$ cat config.mk
export PLATFORM = sky130hd
export DESIGN_NAME = ultrasonic_scan_ctrl
export DESIGN_NICKNAME = d
export VERILOG_FILES = /design/src/rtl/sr04_pkg.sv /design/src/rtl/us_tick_gen.sv /design/src/rtl/ultrasonic_scan_ctrl.sv
export SDC_FILE = /design/constraint.sdc
export NUM_CORES = 1
export LEC_CHECK = 0
export ABC_AREA = 1
export BUFFER_PORTS_ARGS = -buffer_cell sky130_fd_sc_hd__buf_4
export CORE_ASPECT_RATIO = 1.4
export CORE_MARGIN = 5
export CORE_UTILIZATION = 60
export DETAILED_ROUTE_END_ITERATION = 10
export GPL_TIMING_DRIVEN = 0
export PLACE_DENSITY = 0.81
export SLEW_MARGIN = 15
export SYNTH_ARGS = -nofsm -noshare
export SYNTH_HDL_FRONTEND = slang
export SYNTH_SLANG_ARGS = --single-unit
$ cat constraint.sdc
create_clock -name Clk -period 2.8 [get_ports Clk]
set_input_delay 0.14 -clock Clk [delete_from_list [all_inputs] [get_ports Clk]]
set_output_delay 0.14 -clock Clk [all_outputs]
set_load 0.02 [all_outputs]
$ cat src/rtl/sr04_pkg.sv
// Shared constants for the HC-SR04 scan controller: FSM encoding and
// distance-field sentinels.
package sr04_pkg;

   localparam logic [2:0] StIdle     = 3'd0;
   localparam logic [2:0] StTrig     = 3'd1;
   localparam logic [2:0] StWaitRise = 3'd2;
   localparam logic [2:0] StMeasure  = 3'd3;
   localparam logic [2:0] StGap      = 3'd4;

   localparam logic [15:0] DIST_TIMEOUT = 16'hFFFF;
   localparam logic [15:0] DIST_SAT     = 16'hFFFE;

   // Keeps a real measurement from ever aliasing the timeout code.
   function automatic logic [15:0] sat_dist(input logic [15:0] width);
      return (width >= DIST_SAT) ? DIST_SAT : width;
   endfunction

endpackage

$ cat src/rtl/us_tick_gen.sv
// Microsecond prescaler: one-cycle tick every CLK_MHZ clocks, with a
// synchronous restart so the first tick lands CLK_MHZ cycles after restart.
module us_tick_gen #(
   parameter int unsigned CLK_MHZ = 50
) (
   input  logic Clk,
   input  logic Rst,
   input  logic restart_i,
   output logic tick_o
);

   localparam int unsigned CntW = (CLK_MHZ > 1) ? $clog2(CLK_MHZ) : 1;
   localparam logic [CntW-1:0] CntMax = CntW'(CLK_MHZ - 1);

   logic [CntW-1:0] cnt_q, cnt_d;

   assign tick_o = (cnt_q == CntMax);

   always_comb begin
      cnt_d = cnt_q + 1'b1;
      if (restart_i || tick_o) begin
         cnt_d = '0;
      end
   end

   always_ff @(posedge Clk) begin
      if (Rst) begin
         cnt_q <= '0;
      end else begin
         cnt_q <= cnt_d;
      end
   end

endmodule

$ cat src/rtl/ultrasonic_scan_ctrl.sv
// Round-robin HC-SR04 scanner: fixed-length slot per sensor, trigger pulse,
// echo-width measurement in microseconds, per-sensor result registers.
module ultrasonic_scan_ctrl
   import sr04_pkg::*;
#(
   parameter int unsigned CLK_MHZ       = 50,
   parameter int unsigned N_SENS        = 3,
   parameter int unsigned TRIG_US       = 10,
   parameter int unsigned RISE_LIMIT_US = 2000,
   parameter int unsigned ECHO_LIMIT_US = 38000,
   parameter int unsigned SLOT_US       = 60000
) (
   input  logic                 Clk,
   input  logic                 Rst,
   input  logic                 enable,
   input  logic [15:0]          thresh_us,
   input  logic [N_SENS-1:0]    echo,
   output logic [N_SENS-1:0]    trig,
   output logic [16*N_SENS-1:0] dist_us,
   output logic [N_SENS-1:0]    result_vld,
   output logic [N_SENS-1:0]    timeout,
   output logic [N_SENS-1:0]    obstacle,
   output logic                 busy,
   output logic [1:0]           cur_sel
);

   localparam int unsigned SlotW = $clog2(SLOT_US + 1);
   localparam logic [SlotW-1:0] TrigLast = SlotW'(TRIG_US - 1);
   localparam logic [SlotW-1:0] RiseLim  = SlotW'(RISE_LIMIT_US);
   localparam logic [SlotW-1:0] SlotLast = SlotW'(SLOT_US - 1);
   localparam logic [15:0]      EchoLim  = 16'(ECHO_LIMIT_US);
   localparam logic [1:0]       SelLast  = 2'(N_SENS - 1);

   logic [2:0]              state_q, state_d;
   logic [1:0]              sel_q, sel_d;
   logic [SlotW-1:0]        slot_q, slot_d;
   logic [15:0]             width_q, width_d;
   logic [N_SENS-1:0]       echo_m_q, echo_s_q, echo_p_q;
   logic [N_SENS-1:0][15:0] dist_q, dist_d;
   logic [N_SENS-1:0]       vld_q, vld_d;
   logic [N_SENS-1:0]       tout_q, tout_d;
   logic [N_SENS-1:0]       obst_q, obst_d;

   logic tick, restart, rec_ok, rec_to;
   logic echo_cur, echo_rise;

   us_tick_gen #(
      .CLK_MHZ (CLK_MHZ)
   ) u_tick (
      .Clk       (Clk),
      .Rst       (Rst),
      .restart_i (restart),
      .tick_o    (tick)
   );

   // Edge history register makes a level already high at TRIG entry look flat.
   assign echo_cur  = echo_s_q[sel_q];
   assign echo_rise = echo_s_q[sel_q] & ~echo_p_q[sel_q];

   always_comb begin
      state_d = state_q;
      sel_d   = sel_q;
      slot_d  = tick ? slot_q + 1'b1 : slot_q;
      width_d = width_q;
      restart = 1'b0;
      rec_ok  = 1'b0;
      rec_to  = 1'b0;
      case (state_q)
         StIdle: begin
            slot_d = '0;
            if (enable) begin
               restart = 1'b1;
               state_d = StTrig;
            end
         end
         StTrig: begin
            if (tick && slot_q == TrigLast) state_d = StWaitRise;
         end
         StWaitRise: begin
            if (slot_q >= RiseLim) begin
               rec_to  = 1'b1;
               state_d = StGap;
            end else if (echo_rise) begin
               width_d = '0;
               state_d = StMeasure;
            end
         end
         StMeasure: begin
            if (tick) width_d = width_q + 1'b1;
            if (width_q >= EchoLim) begin
               rec_to  = 1'b1;
               state_d = StGap;
            end else if (!echo_cur) begin
               rec_ok  = 1'b1;
               state_d = StGap;
            end
         end
         StGap: begin
            // Exit on the tick that completes the slot so trig period is exact.
            if (tick && slot_q >= SlotLast) begin
               sel_d  = (sel_q >= SelLast) ? 2'd0 : sel_q + 1'b1;
               slot_d = '0;
               if (enable) begin
                  restart = 1'b1;
                  state_d = StTrig;
               end else begin
                  state_d = StIdle;
               end
            end
         end
         default: state_d = StIdle;
      endcase
   end

   always_comb begin
      dist_d = dist_q;
      tout_d = tout_q;
      obst_d = obst_q;
      vld_d  = '0;
      if (rec_ok) begin
         dist_d[sel_q] = sat_dist(width_q);
         tout_d[sel_q] = 1'b0;
         obst_d[sel_q] = (width_q < thresh_us);
         vld_d[sel_q]  = 1'b1;
      end else if (rec_to) begin
         dist_d[sel_q] = DIST_TIMEOUT;
         tout_d[sel_q] = 1'b1;
         obst_d[sel_q] = 1'b0;
         vld_d[sel_q]  = 1'b1;
      end
   end

   always_ff @(posedge Clk) begin
      if (Rst) begin
         state_q  <= StIdle;
         sel_q    <= '0;
         slot_q   <= '0;
         width_q  <= '0;
         echo_m_q <= '0;
         echo_s_q <= '0;
         echo_p_q <= '0;
         dist_q   <= '0;
         vld_q    <= '0;
         tout_q   <= '0;
         obst_q   <= '0;
      end else begin
         state_q  <= state_d;
         sel_q    <= sel_d;
         slot_q   <= slot_d;
         width_q  <= width_d;
         echo_m_q <= echo;
         echo_s_q <= echo_m_q;
         echo_p_q <= echo_s_q;
         dist_q   <= dist_d;
         vld_q    <= vld_d;
         tout_q   <= tout_d;
         obst_q   <= obst_d;
      end
   end

   always_comb begin
      trig = '0;
      if (state_q == StTrig) trig[sel_q] = 1'b1;
   end

   assign dist_us    = dist_q;
   assign result_vld = vld_q;
   assign timeout    = tout_q;
   assign obstacle   = obst_q;
   assign busy       = (state_q != StIdle);
   assign cur_sel    = sel_q;

endmodule

==> metrics.cfg <==
[power]
powerDensity_mw_per_mm2=512.1
ir_drop_v=0.0003343
p_leak_nw=3.038

[timing]
fmax_mhz=479.0
final-max-slew-violation-count=0
worst_pin_slew_ns=0.6815
skew_ns=0.009424
period_minus_slack_ns=2.088
max-slew-margin-rel=0.5456
setup_viol=0
tns_ns=0
finalHoldViolations=1
rsz0062_at_grt=no
post-route-period-util=0.7456
setup_ws_ns=0.7124
holdWs_ns=-0.005926

[routing]
drt-wirelength-per-cell_um=15.87
routed-via-count=5873
drc_errors=0
via_per_inst=5.609
final_antenna_net_count=0
first_pass_iters=5
dr.first_iter.drc_count=334
wirelength_um=16620

[critical_path]
critPathMaxFanout=10
crit_path_start=cur_sel[0]
required_ns=2.66
worst-setup-path-type=flop to output pin
startpoint_type=flop
end_kind=output pin
r2r_start=u_tick.cnt_q[0]
cp.arrival_ns=1.95

[floorplan]
core.rowCount=42
die_x_um=93.66
die-area_mm2=0.01191
start_util=0.6181
io_pins=85
core_area_mm2=0.009512
fp.dieH_um=127.1

[placed_design]
place_area_mm2=0.006675
place_hpwl_um=12700
place_ws_ns=0.7585
place_congestion=0.9378
portBuffers=84

[global_route]
grt_pass1_wl_um=26770
grt_pass1_vias=5628
track_usage=0.2826
grt_overflow=0
grt_max_degree=18
antenna_found_initial=0

[logic_synthesis]
synth_seq_cells=109
synth_warnings=0
synth_area_mm2=0.005879
synth.yosys.seq_area_share=0.3711
yosysUniqueCellTypes=38
synthTopCellsByArea=dfxtp_1, o21ai_0, nand2_1, a21oi_1, nor2_1
synth.top_cell.area_share=0.3711
yosysTopAreaCell=dfxtp_1
syn_nets=859
synth.avg_cell_area_um2=7.214
synthCells=815

[clock_tree]
htreeDepth=3
clkSlewWorstSetupHoldPaths_ns=0.07
cts_sinks=109
insertion_delay_ns=0.35
ctsResizeCount=0
cts_buffer_depth=2
post_cts_buffers=0
cts-root-buf=clkbuf_16
cts_buffers=9
cts_tree=built

[run_status]
status=complete, but fails checks
violations=hold timing

[worst_hold_path]
hold_path.class=input port to flop
min-delay-start=echo[2]

[cells_and_area]
num_antenna_cells=0
n_fill_cell=788
syn2layout_area_growth_pct=18.51
drive_gt1_frac=0.1825
final_nets=955
final_cell_area_mm2=0.006968

[flow_run]
timing.max_cap.violations=0

-- per-layer routing --
metal / GRT usage / share of wire
met1: 0.3385 / 0.39
met2: 0.4802 / 0.50
met3: 0.05588 / 0.068
met4: 0.1378 / 0.035
met5: 0 / 0
-- where the power goes --
part / leakage, nW / switching [mW] / internal [mW]
Sequential: 0.880 / 0.0529 / 1.61
Clock: 0.138 / 0.582 / 0.653
Combinational: 2.02 / 0.427 / 0.243
Total: 3.04 / 1.06 / 2.51
-- area by class of cell --
type | instances | area (um2) | area share
Timing Repair Buffer | 85 | 640.6 | 0.09194
Sequential cell | 109 | 2182 | 0.3132
Clock inverter | 4 | 30.03 | 0.004310
Tap cell | 132 | 165.2 | 0.02370
Clock buffer | 11 | 252.7 | 0.03627
Inverter | 84 | 315.3 | 0.04525
Multi-Input combinational cell | 586 | 3152 | 0.4523
Buffer | 36 | 230.2 | 0.03304
-- worst max-delay path: stages (launching register included) --
cell      delay (ns)
dfxtp_1         0.44
inv_2           0.06
nor2_2          0.13
buf_2           0.25
inv_1           0.17
clkbuf_1        0.24
nor2_1          0.14
buf_4           0.15
-- state kept, by name, indices dropped and copies added (netlist names), named ones only --
register and count:
dist_us 48, slot_q 16, width_q 16, u_tick.cnt_q 6
echo_m_q 3, echo_p_q 3, echo_s_q 3, obstacle 3
result_vld 3, state_q 3, cur_sel 2
-- final timing paths --
kind            endpoint  slack (ns)  cells past startpoint
max              trig[1]        0.71                      7
min          echo_m_q[2]      -0.006                      3
max reg2reg   slot_q[13]        0.76                     10
min reg2reg  echo_s_q[2]        0.41                      2
-- what timing repair did --
action                     4_1_cts  5_1_grt
hold buffers                     1        0
setup endpoints to repair        0        0
hold endpoints to repair         1        0
-- logic make-up after synthesis --
family	after synthesis	share of synthesized area
flip-flops	109	0.3711
buffers and inverters	120	0.09279
AO/OA/AOI/OAI	246	0.2220
adder cells (fa/ha/maj)	22	0.04682
AND/OR/NAND/NOR	300	0.2405
XOR/XNOR	18	0.02681
-- layout by cell type, fill, tap and decap left out, drive strengths merged --
| cell | count |
|---|---|
| o21a | 1 |
| clkinvlp | 1 |
| buf | 107 |
| o21bai | 2 |
| a21oi | 78 |
| nand4 | 9 |
| clkbuf | 24 |
| nand3b | 1 |
| clkinv | 1 |
| nor3 | 19 |
| o21ai | 162 |
| nand2 | 122 |
| ha | 22 |
| a31oi | 1 |
| dfxtp | 109 |
| nand3 | 39 |
| inv | 86 |
| o211ai | 1 |
| nor3b | 3 |
| nor2 | 104 |
| dlygate4sd3 | 1 |
| a21boi | 1 |
| xor2 | 18 |
| or2 | 2 |
| and3 | 1 |
-- cells in the mapped netlist --
cell	count
o21a_1	1
and3_1	1
buf_8	1
o21ai_1	36
o21bai_1	2
o21ai_0	118
dfxtp_1	109
buf_2	10
o211ai_1	1
o21ai_4	1
nand3b_1	1
ha_1	22
inv_2	11
or2_2	2
nor2_8	2
xor2_1	18
a31oi_1	1
nor2_4	2
a21oi_2	3
inv_1	73
buf_6	9
clkbuf_1	13
nor3_1	19
o21ai_2	7
a21boi_4	1
buf_4	1
nand2_1	110
nand3_4	2
nor2_2	3
buf_1	2
nand4_4	1
nor2_1	97
nand2_4	9
a21oi_1	75
nand3_1	37
nor3b_1	3
nand2_2	3
nand4_1	8
-- stage by stage --
| step | std cells | util | power, mW |
|---|---|---|---|
| final | 1047 | 0.7326 | 3.569 |
| after floorplan | 815 | - | 2.149 |
| after CTS | 1047 | 0.7326 | 3.576 |
| after detailed placement | 1031 | 0.7018 | 2.363 |
| after global placement | 1031 | 0.7018 | 2.344 |
| after global routing | 1047 | 0.7326 | 3.737 |
Note: power is estimated with default switching activity, not from simulation.
